==> config.mk <==
export PLATFORM = sky130hd
export DESIGN_NAME = wm8731_i2c_responder
export DESIGN_NICKNAME = d
export VERILOG_FILES = /design/src/rtl/wm8731_i2c_responder.sv
export SDC_FILE = /design/constraint.sdc
export NUM_CORES = 1
export LEC_CHECK = 0
export CORE_MARGIN = 10
export CORE_UTILIZATION = 36
export DETAILED_ROUTE_END_ITERATION = 10
export GPL_TIMING_DRIVEN = 0
export SLEW_MARGIN = 5
export SYNTH_ARGS = -nofsm -noshare
export SYNTH_HDL_FRONTEND = slang
export SYNTH_SLANG_ARGS = --single-unit
==> constraint.sdc <==
create_clock -name clk50MHz -period 1.9 [get_ports clk50MHz]
set_input_delay 0.38 -clock clk50MHz [delete_from_list [all_inputs] [get_ports clk50MHz]]
set_output_delay 0.38 -clock clk50MHz [all_outputs]
set_load 0.01 [all_outputs]
==> src/rtl/wm8731_i2c_responder.sv <==
// WM8731-style I2C write target: decodes {addr+W, {reg[6:0],d[8]}, d[7:0]} frames,
// ACKs each byte and maintains a 10-entry, 9-bit register file.
module wm8731_i2c_responder #(
    parameter logic [6:0] DEV_ADDR    = 7'h1A,
    parameter int         SYNC_STAGES = 2
) (
    input  logic       clk50MHz,
    input  logic       rst_n,
    input  logic       scl,
    input  logic       sda_in,
    output logic       sda_oe,
    output logic       reg_wr_valid,
    output logic [6:0] reg_wr_addr,
    output logic [8:0] reg_wr_data,
    input  logic [3:0] rd_addr,
    output logic [8:0] rd_data,
    output logic       frame_err,
    output logic       busy
);

    localparam logic [2:0] S_IDLE   = 3'd0;
    localparam logic [2:0] S_ADDR   = 3'd1;
    localparam logic [2:0] S_ACK_A  = 3'd2;
    localparam logic [2:0] S_BYTE1  = 3'd3;
    localparam logic [2:0] S_ACK_1  = 3'd4;
    localparam logic [2:0] S_BYTE2  = 3'd5;
    localparam logic [2:0] S_ACK_2  = 3'd6;
    localparam logic [2:0] S_IGNORE = 3'd7;
    localparam int         NUM_REGS = 10;

    function automatic logic [8:0] reg_default(input int idx);
        case (idx)
            0, 1:    reg_default = 9'h097;
            2, 3:    reg_default = 9'h079;
            4:       reg_default = 9'h00A;
            5:       reg_default = 9'h008;
            6:       reg_default = 9'h09F;
            7:       reg_default = 9'h00A;
            default: reg_default = 9'h000;
        endcase
    endfunction

    logic [SYNC_STAGES-1:0] scl_sync_q, scl_sync_d, sda_sync_q, sda_sync_d;
    logic       scl_prev_q, scl_prev_d, sda_prev_q, sda_prev_d;
    logic [2:0] state_q, state_d, bit_cnt_q, bit_cnt_d;
    logic [7:0] shift_q, shift_d;
    logic       byte_done_q, byte_done_d;
    logic       sda_oe_q, sda_oe_d, busy_q, busy_d;
    logic       wr_valid_q, wr_valid_d, frame_err_q, frame_err_d;
    logic [6:0] wr_addr_q, wr_addr_d, lat_addr_q, lat_addr_d;
    logic [8:0] wr_data_q, wr_data_d;
    logic       lat_d8_q, lat_d8_d;
    logic [8:0] regs_q [NUM_REGS];
    logic [8:0] regs_d [NUM_REGS];

    logic scl_s, sda_s, scl_rise, scl_fall, start_det, stop_det, abort_err;

    assign scl_s     = scl_sync_q[SYNC_STAGES-1];
    assign sda_s     = sda_sync_q[SYNC_STAGES-1];
    assign scl_rise  = scl_s & ~scl_prev_q;
    assign scl_fall  = ~scl_s & scl_prev_q;
    assign start_det = scl_s & scl_prev_q & sda_prev_q & ~sda_s;
    assign stop_det  = scl_s & scl_prev_q & ~sda_prev_q & sda_s;
    assign abort_err = (state_q == S_BYTE1) || (state_q == S_ACK_1) || (state_q == S_BYTE2) ||
                       ((state_q == S_ADDR) && ((bit_cnt_q != 3'd0) || byte_done_q));

    always_comb begin
        // NOTE: every _d gets a default first so no path through this block infers a latch.
        scl_sync_d  = {scl_sync_q[SYNC_STAGES-2:0], scl};
        sda_sync_d  = {sda_sync_q[SYNC_STAGES-2:0], sda_in};
        scl_prev_d  = scl_s;
        sda_prev_d  = sda_s;
        state_d     = state_q;
        bit_cnt_d   = bit_cnt_q;
        shift_d     = shift_q;
        byte_done_d = byte_done_q;
        sda_oe_d    = sda_oe_q;
        busy_d      = busy_q;
        wr_valid_d  = 1'b0;
        frame_err_d = 1'b0;
        wr_addr_d   = wr_addr_q;
        wr_data_d   = wr_data_q;
        lat_addr_d  = lat_addr_q;
        lat_d8_d    = lat_d8_q;
        regs_d      = regs_q;

        if (stop_det) begin
            state_d     = S_IDLE;
            busy_d      = 1'b0;
            sda_oe_d    = 1'b0;
            bit_cnt_d   = 3'd0;
            byte_done_d = 1'b0;
            frame_err_d = abort_err;
        end else if (start_det) begin
            state_d     = S_ADDR;
            busy_d      = 1'b1;
            sda_oe_d    = 1'b0;
            bit_cnt_d   = 3'd0;
            byte_done_d = 1'b0;
        end else if ((state_q == S_ADDR) || (state_q == S_BYTE1) || (state_q == S_BYTE2)) begin
            if (scl_rise && !byte_done_q) begin
                shift_d     = {shift_q[6:0], sda_s};
                bit_cnt_d   = bit_cnt_q + 3'd1;
                byte_done_d = (bit_cnt_q == 3'd7);
            end else if (scl_fall && byte_done_q) begin
                // A full byte is in shift_q; the ACK slot opens on this SCL low phase.
                byte_done_d = 1'b0;
                if (state_q == S_ADDR) begin
                    if (shift_q == {DEV_ADDR, 1'b0}) begin
                        state_d  = S_ACK_A;
                        sda_oe_d = 1'b1;
                    end else begin
                        state_d = S_IGNORE;
                    end
                end else if (state_q == S_BYTE1) begin
                    lat_addr_d = shift_q[7:1];
                    lat_d8_d   = shift_q[0];
                    state_d    = S_ACK_1;
                    sda_oe_d   = 1'b1;
                end else begin
                    state_d    = S_ACK_2;
                    sda_oe_d   = 1'b1;
                    wr_valid_d = 1'b1;
                    wr_addr_d  = lat_addr_q;
                    wr_data_d  = {lat_d8_q, shift_q};
                    for (int i = 0; i < NUM_REGS; i++) begin
                        if (lat_addr_q == 7'd15)
                            regs_d[i] = reg_default(i);
                        else if (lat_addr_q == 7'(i))
                            regs_d[i] = {lat_d8_q, shift_q};
                    end
                end
            end
        end else if ((state_q == S_ACK_A) || (state_q == S_ACK_1) || (state_q == S_ACK_2)) begin
            if (scl_fall) begin
                sda_oe_d = 1'b0;
                state_d  = (state_q == S_ACK_A) ? S_BYTE1 :
                           (state_q == S_ACK_1) ? S_BYTE2 : S_IGNORE;
            end
        end
    end

    always_ff @(posedge clk50MHz or negedge rst_n) begin
        if (!rst_n) begin
            // Idle bus is high; presetting the synchronizers avoids false edges after reset.
            scl_sync_q  <= '1;
            sda_sync_q  <= '1;
            scl_prev_q  <= 1'b1;
            sda_prev_q  <= 1'b1;
            state_q     <= S_IDLE;
            bit_cnt_q   <= 3'd0;
            shift_q     <= 8'd0;
            byte_done_q <= 1'b0;
            sda_oe_q    <= 1'b0;
            busy_q      <= 1'b0;
            wr_valid_q  <= 1'b0;
            frame_err_q <= 1'b0;
            wr_addr_q   <= 7'd0;
            wr_data_q   <= 9'd0;
            lat_addr_q  <= 7'd0;
            lat_d8_q    <= 1'b0;
            // NOTE: the register file is reset on purpose; the codec model must power up at defaults.
            for (int i = 0; i < NUM_REGS; i++) regs_q[i] <= reg_default(i);
        end else begin
            // NOTE: non-blocking assignments keep every flop updating from the same pre-edge values.
            scl_sync_q  <= scl_sync_d;
            sda_sync_q  <= sda_sync_d;
            scl_prev_q  <= scl_prev_d;
            sda_prev_q  <= sda_prev_d;
            state_q     <= state_d;
            bit_cnt_q   <= bit_cnt_d;
            shift_q     <= shift_d;
            byte_done_q <= byte_done_d;
            sda_oe_q    <= sda_oe_d;
            busy_q      <= busy_d;
            wr_valid_q  <= wr_valid_d;
            frame_err_q <= frame_err_d;
            wr_addr_q   <= wr_addr_d;
            wr_data_q   <= wr_data_d;
            lat_addr_q  <= lat_addr_d;
            lat_d8_q    <= lat_d8_d;
            regs_q      <= regs_d;
        end
    end

    always_comb begin
        rd_data = 9'h000;
        for (int i = 0; i < NUM_REGS; i++) begin
            if (rd_addr == 4'(i)) rd_data = regs_q[i];
        end
    end

    assign sda_oe       = sda_oe_q;
    assign busy         = busy_q;
    assign reg_wr_valid = wr_valid_q;
    assign reg_wr_addr  = wr_addr_q;
    assign reg_wr_data  = wr_data_q;
    assign frame_err    = frame_err_q;

endmodule
==> summary.md, run 1 <==
| Metric | Value |
|---|---|
| Run status | `finished with violations` |
| Failing checks | `setup timing` |
| Synthesis-stage register bit count | `139` |
| Initial DRT Pass Iterations | `5` |
| Commonest cells after routing, fill and taps aside | `dfrtp_1, mux2_4, mux2_2, nand2_1, dfstp_2` |
| Routability congestion estimate | `0.833` |
| Layout cell share with drive strength beyond 1 | `0.536` |
| Mapped Nets | `553` |
| Routed via count | `4910` |
| Filler Cell Count | `1587` |
| Logic depth of the worst register-to-register path | `5` |
| Crit. End Element | `output port` |
| Number of H-tree branching levels | `4` |
| Yosys warning count | `0` |
| Critical-path maximum fanout | `2` |
| Launching element of the worst setup path | `regs_q[83]$_DFFE_PN1P_` |
| Count of antenna-violating nets left after detailed routing | `0` |
| Clock root buffer | `clkbuf_16` |
| Core box area | `18600 um2` |
| Slew @ Worst Pin | `998 ps` |
| Switching power summed over all nets | `2.52 mW` |
| Highest metal layer with signal wires | `met4` |
| Antenna diode instance count | `0` |
| TritonCTS clock tree | `done` |
| Tightest slew margin relative to the limit | `0.333` |
| Count of maximum capacitance violations | `0` |
| Die outline area | `24700 um2` |
| Total power | `8.25 mW` |
| Setup repair after global routing missed its margin | `true` |
| Die Ht | `157 um` |
| Worst-skew pair later-pin latency | `420 ps` |
| Synth Flop Type | `dfrtp_1` |
| Via count of the first global-routing pass | `5257` |
| Post-route met1 wirelength | `8730 um` |
| Maximum clock path buffer count | `2` |
| Total power divided by cell area | `890 nW/um2` |
| Maximum number of pins on one net before global-route repair | `81` |
| Worst reg2reg path endpoint | `regs_q[20]$_DFFE_PN0P_` |
| Slack of the worst reg-to-reg path | `-170 ps` |
| Horizontal extent of the die | `157 um` |
| Sequential area share after synthesis | `0.520` |
| Most common library cell in the layout ignoring fill and taps | `dfrtp_1` |
| Proportion of power drawn by combinational gates | `0.181` |
| Number of top-level pins | `37` |
| Share of power burned in registers | `0.410` |
| Req. time, crit path | `1520 ps` |
| Num rows | `50` |
| Initial core utilization | `0.364` |
| Worst slack on hold paths | `359 ps` |
| Final-report setup violation count | `92` |
| Met3 Wirelength | `974 um` |
| Sw Share | `0.306` |
| Routed met2 length | `9170 um` |
| Register clock-pin slew on the reported worst setup and hold paths | `60 ps` |
| Total gr overflow | `0` |
| Post-route cell area | `9270 um2` |
| Synth Instances | `542` |
| Total wire length | `19100 um` |
| Worst clock skew | `8.66 ps` |
| Post-synthesis cell type count | `63` |
| Average wire per cell in the routed design | `21.5 um` |
| DR iter-0 viols | `309` |
| Crit path setup slack, layout | `-320 ps` |
| DRC violation count after routing | `0` |
| Number of CTS-inserted buffers | `17` |
| Type of the worst min-delay path | `reg -> reg` |
| Port Buf Inserts | `36` |
| Final hold violations | `0` |
| Mean area per synthesized cell | `12.5 um2` |
| Total negative setup slack | `-8850 ps` |
| Cell Int Power | `5.73 mW` |
| Mean number of vias per cell | `5.54` |
| Final clock period utilization by the worst path | `1.17` |
| Proportion of register bits with asynchronous set or reset after synthesis | `1.00` |
| Worst setup timing slack at the placement stage | `-1410 ps` |
| Pleak | `4.17 nW` |
| Area growth from synthesis to layout | `36.8%` |
| Data arrival, critical path | `1840 ps` |
| Fmax | `451 MHz` |
| Total routing usage reported by global routing | `0.159` |
| Final min period | `2220 ps` |
| End point of the critical path | `rd_data[2]` |
| Total count of max-transition violations in the final report | `0` |
| Kind of start point of the critical path | `flip-flop` |
| Antenna violations before repair | `0` |
| Worst VDD drop | `0.654 mV` |
| Launch point of the worst reg-to-reg path | `lat_addr_q[4]$_DFFE_PN0P_` |
| Number of enable flip-flop cells after synthesis | `0` |
| Start-to-end type of the worst setup path | `reg -> out` |
| Final nets | `651` |
| Cell area after synthesis | `6780 um2` |
| Sink count of the clock tree | `139` |
| Wire length of the first global-routing pass | `30300 um` |
| Post-DP HPWL | `11400 um` |
| Placement-stage cell area | `7580 um2` |
| Share of power burned in the clock network | `0.409` |
## critical path, stage by stage, from the launching register on
cell and delay [ps]:
dfstp_2 540, or3b_4 370, a21oi_2 170, o31ai_2 90
o21ai_1 100, buf_2 150
## metrics by stage
| stage | std cells | util |
|---|---|---|
| 2_1_floorplan | 542 | - |
| 3_3_place_gp | 812 | 0.405 |
| 3_5_place_dp | 813 | 0.407 |
| 4_1_cts | 878 | 0.487 |
| 5_1_grt | 887 | 0.497 |
| 6_report | 887 | 0.497 |
## logic make-up (layout without fill, tap and decap cells)
family | count (synthesis) | after routing | synth area share
AO/OA/AOI/OAI | 82 | 82 | 0.0836
XOR/XNOR | 4 | 4 | 0.00517
multiplexers | 141 | 141 | 0.231
buffers and inverters | 39 | 147 | 0.0308
adder cells (fa/ha/maj) | 3 | 3 | 0.00554
flip-flops | 139 | 139 | 0.520
AND/OR/NAND/NOR | 134 | 137 | 0.124
## Yosys cell counts (4+ instances only)
master	number	area (um2)
clkbuf_1	8	30.0
a211oi_1	5	37.5
o21a_1	4	30.0
mux2i_1	19	190
and3_1	4	25.0
nor2b_1	10	62.6
dfstp_2	37	972
a2bb2oi_1	5	43.8
nand2_1	37	139
nand3_1	8	40.0
dfrtp_1	102	2550
nor3_1	6	30.0
buf_4	6	45.0
a21oi_1	12	60.1
o21ai_0	21	105
buf_2	14	70.1
o22ai_1	4	25.0
a22oi_1	5	37.5
a31oi_1	7	43.8
or2_2	10	62.6
inv_1	5	18.8
mux2_2	120	1350
nand2b_1	11	68.8
nor2_1	7	26.3
## state kept, by name, indices dropped and copies added (netlist names)
name	flops
reg_wr_data	9
lat_addr_q	7
scl_sync_q	2
sda_prev_q	1
state_q	3
bit_cnt_q	3
regs_q	90
byte_done_q	1
lat_d8_q	1
busy	1
reg_wr_addr	7
sda_sync_q	2
frame_err	1
scl_prev_q	1
shift_q	8
sda_oe	1
reg_wr_valid	1
## layer usage
layer / vias up / global-route usage
met1: 2582 / 0.207
met5: - / 0
met4: 0 / 0.0445
li1: 2182 / -
met2: 124 / 0.253
met3: 22 / 0.0439
## what timing repair did
item,4_1_cts,5_1_grt
buffers inserted,24,10
endpoints found under the hold margin,46,0
cloned,11,1
pin swaps,34,22
hold buffers,1,0
gates resized for setup,233,28
setup endpoints to repair,116,119
## cell type report
cell class	count	area, um2	area share
multi-input cells	367	3700	0.399
clock inverters	14	161	0.0174
inverters	5	22.5	0.00243
plain buffers	30	332	0.0358
repair buffers	80	813	0.0877
clock buffers	18	429	0.0463
well taps	234	293	0.0316
flip-flops and latches	139	3520	0.380
## worst min path at each step
stage	from	end	slack (ps)	cells after the start
6_report	scl_sync_q[0]$_DFF_PN1_	scl_sync_q[1]$_DFF_PN1_	360	0
5_1_grt	scl	scl_sync_q[0]$_DFF_PN1_	350	1
4_1_cts	scl	scl_sync_q[0]$_DFF_PN1_	350	1
3_5_place_dp	scl_sync_q[0]$_DFF_PN1_	scl_sync_q[1]$_DFF_PN1_	350	0
3_3_place_gp	scl_sync_q[0]$_DFF_PN1_	scl_sync_q[1]$_DFF_PN1_	350	0
2_1_floorplan	rst_n	bit_cnt_q[0]$_DFFE_PN0P_	80	0
## power groups by stage
stage                     Clock, mW  Combinational [mW]  Sequential [mW]
after floorplan                   0               0.861             3.32
after global placement            0                1.24             3.43
after detailed placement          0                1.28             3.42
after CTS                      3.41                1.46             3.37
after global routing           3.54                1.63             3.41
final                          3.37                1.50             3.38
Note: power is estimated with default switching activity, not from simulation.
==> inputs of run 2 (changes only) <==
--- a/config.mk
+++ b/config.mk
@@ -9,7 +9,6 @@
 export CORE_UTILIZATION = 36
 export DETAILED_ROUTE_END_ITERATION = 10
 export GPL_TIMING_DRIVEN = 0
-export SLEW_MARGIN = 5
 export SYNTH_ARGS = -nofsm -noshare
 export SYNTH_HDL_FRONTEND = slang
 export SYNTH_SLANG_ARGS = --single-unit
==> results of run 2 <==
The final DEF is identical to that of run 1; final timing and power are the same.
==> inputs of run 3 (changes only) <==
--- a/config.mk
+++ b/config.mk
@@ -5,10 +5,13 @@
 export SDC_FILE = /design/constraint.sdc
 export NUM_CORES = 1
 export LEC_CHECK = 0
+export CORE_ASPECT_RATIO = 1.2
 export CORE_MARGIN = 10
 export CORE_UTILIZATION = 36
 export DETAILED_ROUTE_END_ITERATION = 10
+export GPL_ROUTABILITY_DRIVEN = 0
 export GPL_TIMING_DRIVEN = 0
+export MAX_ROUTING_LAYER = met4
 export SYNTH_ARGS = -nofsm -noshare
 export SYNTH_HDL_FRONTEND = slang
 export SYNTH_SLANG_ARGS = --single-unit
==> summary.md, run 3 (synthesis gave the netlist of run 1 again) <==
| Metric | Value |
|---|---|
| Run status | `finished with violations (unchanged)` |
| Failing checks | `setup timing (unchanged)` |
| Number of H-tree branching levels | `4 (unchanged)` |
| Worst VDD drop | `0.796 mV (was 0.654 mV)` |
| Worst clock skew | `9.97 ps (was 8.66 ps)` |
| Crit path setup slack, layout | `-300 ps (was -320 ps)` |
| Biggest register | `regs_q (unchanged)` |
| Final min period | `2200 ps (was 2220 ps)` |
| Total count of max-transition violations in the final report | `0 (unchanged)` |
| Mean number of vias per cell | `5.39 (was 5.54)` |
| Average wire per cell in the routed design | `21.0 um (was 21.5 um)` |
| Critical-path maximum fanout | `2 (unchanged)` |
| Post-DP HPWL | `11400 um (about the same)` |
| Post-route cell area | `9400 um2 (was 9270 um2)` |
| Die Ht | `170 um (was 157 um)` |
| Levels on crit path | `5 (unchanged)` |
| DRC violation count after routing | `0 (unchanged)` |
| Commonest cells after routing, fill and taps aside | `dfrtp_1, mux2_4, mux2_2, buf_4, dfstp_2 (was dfrtp_1, mux2_4, mux2_2, nand2_1, dfstp_2)` |
| Port Buf Inserts | `36 (unchanged)` |
| Cell Int Power | `5.95 mW (was 5.73 mW)` |
| Share of power burned in registers | `0.404 (was 0.410)` |
| Type of the worst min-delay path | `in -> reg (was reg -> reg)` |
| Final hold violations | `0 (unchanged)` |
| Number of flip-flops in the largest register | `90 (unchanged)` |
| Final clock period utilization by the worst path | `1.16 (was 1.17)` |
| Clock root buffer | `clkbuf_16 (unchanged)` |
| Tightest slew margin relative to the limit | `0.567 (was 0.333)` |
| Worst slack on hold paths | `353 ps (was 359 ps)` |
| Num rows | `54 (was 50)` |
| Via count of the first global-routing pass | `5098 (was 5257)` |
| Total routing usage reported by global routing | `0.157 (was 0.159)` |
| Share of the core filled with cells in the final layout | `0.512 (was 0.497)` |
| Worst-skew pair later-pin latency | `430 ps (was 420 ps)` |
| Crit. End Element | `output port (unchanged)` |
| Proportion of power drawn by combinational gates | `0.181 (about the same)` |
| Final nets | `660 (was 651)` |
| TritonCTS clock tree | `done (unchanged)` |
| Wire length of the first global-routing pass | `29600 um (was 30300 um)` |
| Data arrival, critical path | `1820 ps (was 1840 ps)` |
| Total wire length | `19200 um (was 19100 um)` |
| Count of buffer and inverter cells on the critical path | `1 (unchanged)` |
| Filler Cell Count | `1575 (was 1587)` |
| Slowest cell on the critical path | `dfstp_2 (unchanged)` |
| Logic depth of the worst register-to-register path | `6 (was 5)` |
| Initial core utilization | `0.369 (was 0.364)` |
| Maximum number of pins on one net before global-route repair | `76 (was 81)` |
| Kind of start point of the critical path | `flip-flop (unchanged)` |
| Number of CTS-inserted buffers | `17 (unchanged)` |
| Die outline area | `24700 um2 (about the same)` |
| Register clock-pin slew on the reported worst setup and hold paths | `60 ps (about the same)` |
| Cell family with most CP delay | `flip-flops (unchanged)` |
| Start-to-end type of the worst setup path | `reg -> out (unchanged)` |
| Initial DRT Pass Iterations | `5 (unchanged)` |
| Count of antenna-violating nets left after detailed routing | `0 (unchanged)` |
| Area growth from synthesis to layout | `38.7% (was 36.8%)` |
| Final-report setup violation count | `95 (was 92)` |
| Min-Delay Path Depth | `1 (was 0)` |
| Maximum clock path buffer count | `2 (unchanged)` |
| Antenna violations before repair | `0 (unchanged)` |
| Share of power burned in the clock network | `0.415 (was 0.409)` |
| Pleak | `4.23 nW (was 4.17 nW)` |
| Horizontal extent of the die | `145 um (was 157 um)` |
| Setup repair after global routing missed its margin | `true (unchanged)` |
| Req. time, crit path | `1520 ps (about the same)` |
| Number of top-level pins | `37 (unchanged)` |
| DR iter-0 viols | `294 (was 309)` |
| Count of maximum capacitance violations | `0 (unchanged)` |
| Placement-stage cell area | `7610 um2 (was 7580 um2)` |
| Slew @ Worst Pin | `649 ps (was 998 ps)` |
| Routed via count | `4924 (was 4910)` |
| Sink count of the clock tree | `139 (unchanged)` |
| Total gr overflow | `0 (unchanged)` |
| Fmax | `454 MHz (was 451 MHz)` |
| Most common library cell in the layout ignoring fill and taps | `dfrtp_1 (unchanged)` |
| Layout cell share with drive strength beyond 1 | `0.557 (was 0.536)` |
| Cell breakdown of the critical path | `or3b_4 -> a21oi_2 -> o31ai_2 -> o21ai_1 -> buf_2 (unchanged)` |
| Antenna diode instance count | `0 (unchanged)` |
| Core box area | `18400 um2 (was 18600 um2)` |
| Switching power summed over all nets | `2.47 mW (was 2.52 mW)` |
| Total power divided by cell area | `896 nW/um2 (was 890 nW/um2)` |
| Max incr delay on CP | `520 ps (was 540 ps)` |
| Sw Share | `0.294 (was 0.306)` |
[run 3: area by class of cell]
| type | count | area (um2) | area share |
|---|---|---|---|
| multi-input combinational | 366 | 3730 | 0.396 |
| sequential | 139 | 3520 | 0.375 |
| timing repair buffer | 89 | 835 | 0.0888 |
| clock buffer | 20 | 467 | 0.0496 |
| buffer | 31 | 349 | 0.0371 |
| tap | 252 | 315 | 0.0335 |
| clock inverter | 12 | 163 | 0.0173 |
| inverter | 5 | 22.5 | 0.00240 |
[run 3: repair_timing]
| item | in CTS | in global routing |
|---|---|---|
| hold endpoints to repair | 49 | 0 |
| gates resized for setup | 230 | 55 |
| pin swaps | 29 | 21 |
| setup endpoints to repair | 116 | 109 |
| setup buffers | 21 | 19 |
| gates cloned | 13 | 2 |
| hold buffers | 1 | 0 |
[run 3: routing by layer]
layer | vias to the layer above | share of wire | GRT usage
li1 | 2209 | - | -
met1 | 2532 | 0.44 | 0.192
met2 | 148 | 0.49 | 0.254
met3 | 35 | 0.041 | 0.0310
met4 | 0 | 0.021 | 0.0607
met5 | - | 0 | -
[run 3: power by group through the flow]
stage               clock [mW]  sequential [mW]  combinational, mW
detailed placement           0             3.45               1.30
finish                    3.50             3.40               1.52
floorplan                    0             3.32              0.861
global route              3.67             3.42               1.67
global placement             0             3.45               1.24
CTS                       3.54             3.40               1.46
[run 3: per-stage QoR]
stage	instances	setup TNS [ps]	power, mW	setup WS [ps]
floorplan	542	-1100	4.18	-42.3
global placement	830	-669250	4.69	-5060
detailed placement	831	-32260	4.75	-1440
CTS	895	-3910	8.41	-321
global route	914	-12930	8.76	-353
finish	914	-8140	8.42	-300
[run 3: worst reg2reg max path, cell delays in order (launching register included)]
cell	delay, ps
dfrtp_1	380
or3_4	410
nor3_4	260
buf_12	140
and4_4	270
buf_6	150
mux2_4	300
[run 3: final timing paths]
check,slack [ps],start,endpoint
max,-300,regs_q[83]$_DFFE_PN1P_,rd_data[2]
min,350,sda_in,sda_sync_q[0]$_DFF_PN1_
max reg2reg,-130,lat_addr_q[6]$_DFFE_PN0P_,regs_q[23]$_DFFE_PN0P_
min reg2reg,360,scl_sync_q[0]$_DFF_PN1_,scl_sync_q[1]$_DFF_PN1_
max in group asynchronous,560,rst_n,scl_sync_q[1]$_DFF_PN1_
min in group asynchronous,520,rst_n,regs_q[80]$_DFFE_PN0P_
==> RTL change: new RTL, flow settings as in run 3 <==
The output `reg_wr_valid` loses its register stage (`wr_valid_q` becomes a continuous assignment).
--- a/src/rtl/wm8731_i2c_responder.sv
+++ b/src/rtl/wm8731_i2c_responder.sv
@@ -154,5 +154,4 @@
             sda_oe_q    <= 1'b0;
             busy_q      <= 1'b0;
-            wr_valid_q  <= 1'b0;
             frame_err_q <= 1'b0;
             wr_addr_q   <= 7'd0;
@@ -174,5 +173,4 @@
             sda_oe_q    <= sda_oe_d;
             busy_q      <= busy_d;
-            wr_valid_q  <= wr_valid_d;
             frame_err_q <= frame_err_d;
             wr_addr_q   <= wr_addr_d;
@@ -184,4 +182,6 @@
     end
 
+    assign wr_valid_q = wr_valid_d;
+
     always_comb begin
         rd_data = 9'h000;
Formal check against the unedited RTL: same outputs for any inputs over 4 cycles, from zero or initial values and one cycle with rst_n low; that may be too few to reach the edited logic, so the function may still have changed.
==> RTL change against run 3 <==
The flow still finishes with violations (negative setup slack); final area shrank 0.35%; total power down 1.4%; die area down 0.32%; clock skew down 0.0021 ns; wire length rose by 2.3%; sequential cell count down 1; synthesized area is 0.37% lower; register-to-register slack is essentially flat; worst setup slack lost 0.0078 ns.
==> RTL change: results (changes against run 3) <==
| Metric | Value |
|---|---|
| Clock skew | `0.007829 ns (-0.002139 ns)` |
| Biggest register | `regs_q` |
| Slew @ Worst Pin | `0.7439 ns (+0.09438 ns)` |
| Warning count from the yosys run | `0 (unchanged)` |
| Lkg Pwr | `4.213 nW (-0.42%)` |
| First-pass GRT wire length | `30990 um (+4.6%)` |
| Routed vias/inst | `5.423 (+0.67%)` |
| Dpl cell area | `7581 um2 (-0.33%)` |
| Most used DFF post-synth | `dfrtp_1` |
| Initial drt markers | `407 (+38%)` |
| Met3 GRT Util | `3.635% (+0.53 points)` |
| Largest net degree at the start of global routing | `91 (+20%)` |
| # H-tree levels | `4 (unchanged)` |
| Most frequent cells after synthesis | `120 x mux2_2, 101 x dfrtp_1, 37 x dfstp_2, 37 x nand2_1, 21 x o21ai_0` |
| Pre-CTS setup slack | `-1.483 ns (-0.03989 ns)` |
| Failing checks | `negative setup slack` |
| M1 GR Usage | `20.17% (+0.99 points)` |
| Layout cells sized above 1 | `55.44% (-0.30 points)` |
| Final WS setup | `-0.3081 ns (-0.007759 ns)` |
| All-layer global routing usage | `16.51% (+0.77 points)` |
| DRT Wirelength | `19680 um (+2.3%)` |
| HP Class | `primary input to register` |
| Slowest-stage cell, CP | `dfstp_2` |
| Seq/Total Area, Yosys | `51.83% (-0.18 points)` |
| GRT met2 Usage | `26.40% (+0.98 points)` |
| First-pass DRT Iterations | `4 (-1)` |
| Vias in the first global route | `5314 (+4.2%)` |
| Critical path's largest stage delay | `0.52 ns (about the same)` |
| Setup violators final | `88 (-7.4%)` |
| Clock Path Buffers | `2 (unchanged)` |
| Final HPWL DP | `11540 um (+0.97%)` |
| Status | `complete, but fails checks` |
| PortBufs | `36 (unchanged)` |
| Fin nets | `660 (unchanged)` |
| Diodes inserted | `0 (unchanged)` |
| Crit path max fanout | `2 (unchanged)` |
| Worst VDD drop | `0.6425 mV (-19%)` |
| Synth area leaders | `dfrtp_1 37%, mux2_2 20%, dfstp_2 14%` |
| Syn Nets | `552 (-0.18%)` |
[RTL change: cell count changes in the layout (fill, tap and decap cells not counted), moves of 3 or more]
cell     before  now
buf_2        14   11
buf_6        21   17
buf_8        14   18
o21ai_1       8    5
[RTL change: power breakdown]
group | total, mW | switching (mW) | internal, mW | leakage, nW
Clock | 3.25 | 1.32 | 1.93 | 0.272
Sequential | 3.40 | 0.278 | 3.12 | 1.77
Combinational | 1.66 | 0.940 | 0.723 | 2.17
[RTL change: through the flow]
| stage | hold slack (ns) | instances | TNS, ns |
|---|---|---|---|
| after floorplan | 0.08441 | 541 | -1.104 |
| after global placement | 0.3476 | 829 | -650.21 |
| after detailed placement | 0.3485 | 830 | -33.61 |
| after CTS | 0.3308 | 904 | -5.259 |
| after global routing | 0.3470 | 914 | -13.12 |
| final | 0.3534 | 914 | -7.539 |
[RTL change: layer usage]
| metal | part of all wire (%) | wire (um) | up-vias |
|---|---|---|---|
| met4 | 2.5 | 501 | 0 |
| li1 | - | - | 2209 |
| met5 | 0 | 0 | - |
| met1 | 44 | 8597 | 2550 |
| met2 | 50 | 9779 | 155 |
| met3 | 4.0 | 796 | 43 |
[RTL change: worst paths after layout]
path / startpoint / end / slack, ns
worst min-delay path: sda_in / sda_sync_q[0] / 0.35
worst max-delay path: regs_q[83] / rd_data[2] / -0.31
worst min register to register: scl_sync_q[0] / scl_sync_q[1] / 0.36
max in group asynchronous: rst_n / regs_q[48] / 0.58
min in group asynchronous: rst_n / regs_q[78] / 0.48
worst max register to register: lat_addr_q[6] / regs_q[22] / -0.13
[RTL change: layout make-up]
| class | instances | area [um2] |
|---|---|---|
| clock inverters | 14 | 148.9 |
| fillers | 1524 | 8941 |
| inverters | 5 | 18.77 |
| clock buffers | 18 | 429.2 |
| multi-input cells | 366 | 3715 |
| plain buffers | 31 | 377.9 |
| repair buffers | 90 | 863.3 |
| well taps | 252 | 315.3 |
| flip-flops and latches | 138 | 3501 |
[RTL change: kinds of logic (layout without fill, tap and decap cells)]
group / count (synthesis) / in the layout / synth area share (%)
flops: 138 / 138 / 51.82
xor+xnor: 4 / 4 / 0.5189
mux: 141 / 141 / 23.16
compound gates: 82 / 82 / 8.394
buf+inv: 39 / 158 / 3.094
simple gates: 134 / 136 / 12.45
fa+ha+maj: 3 / 3 / 0.5559
[RTL change: worst max-delay path, delay by kind of cell (launching register included)]
kind	cells	cell delay, ns
AO/OA/AOI/OAI	3	0.33
flip-flops	1	0.52
buffers and inverters	1	0.15
AND/OR/NAND/NOR	1	0.38
[RTL change: timing repair]
action / CTS / global route
setup buffers: 29 / 11
resized for setup: 256 / 33
gates cloned: 14 / 1
endpoints found under the hold margin: 32 / 0
hold buffers: 1 / 0
pin swaps: 32 / 17
endpoints found under the setup margin: 118 / 112
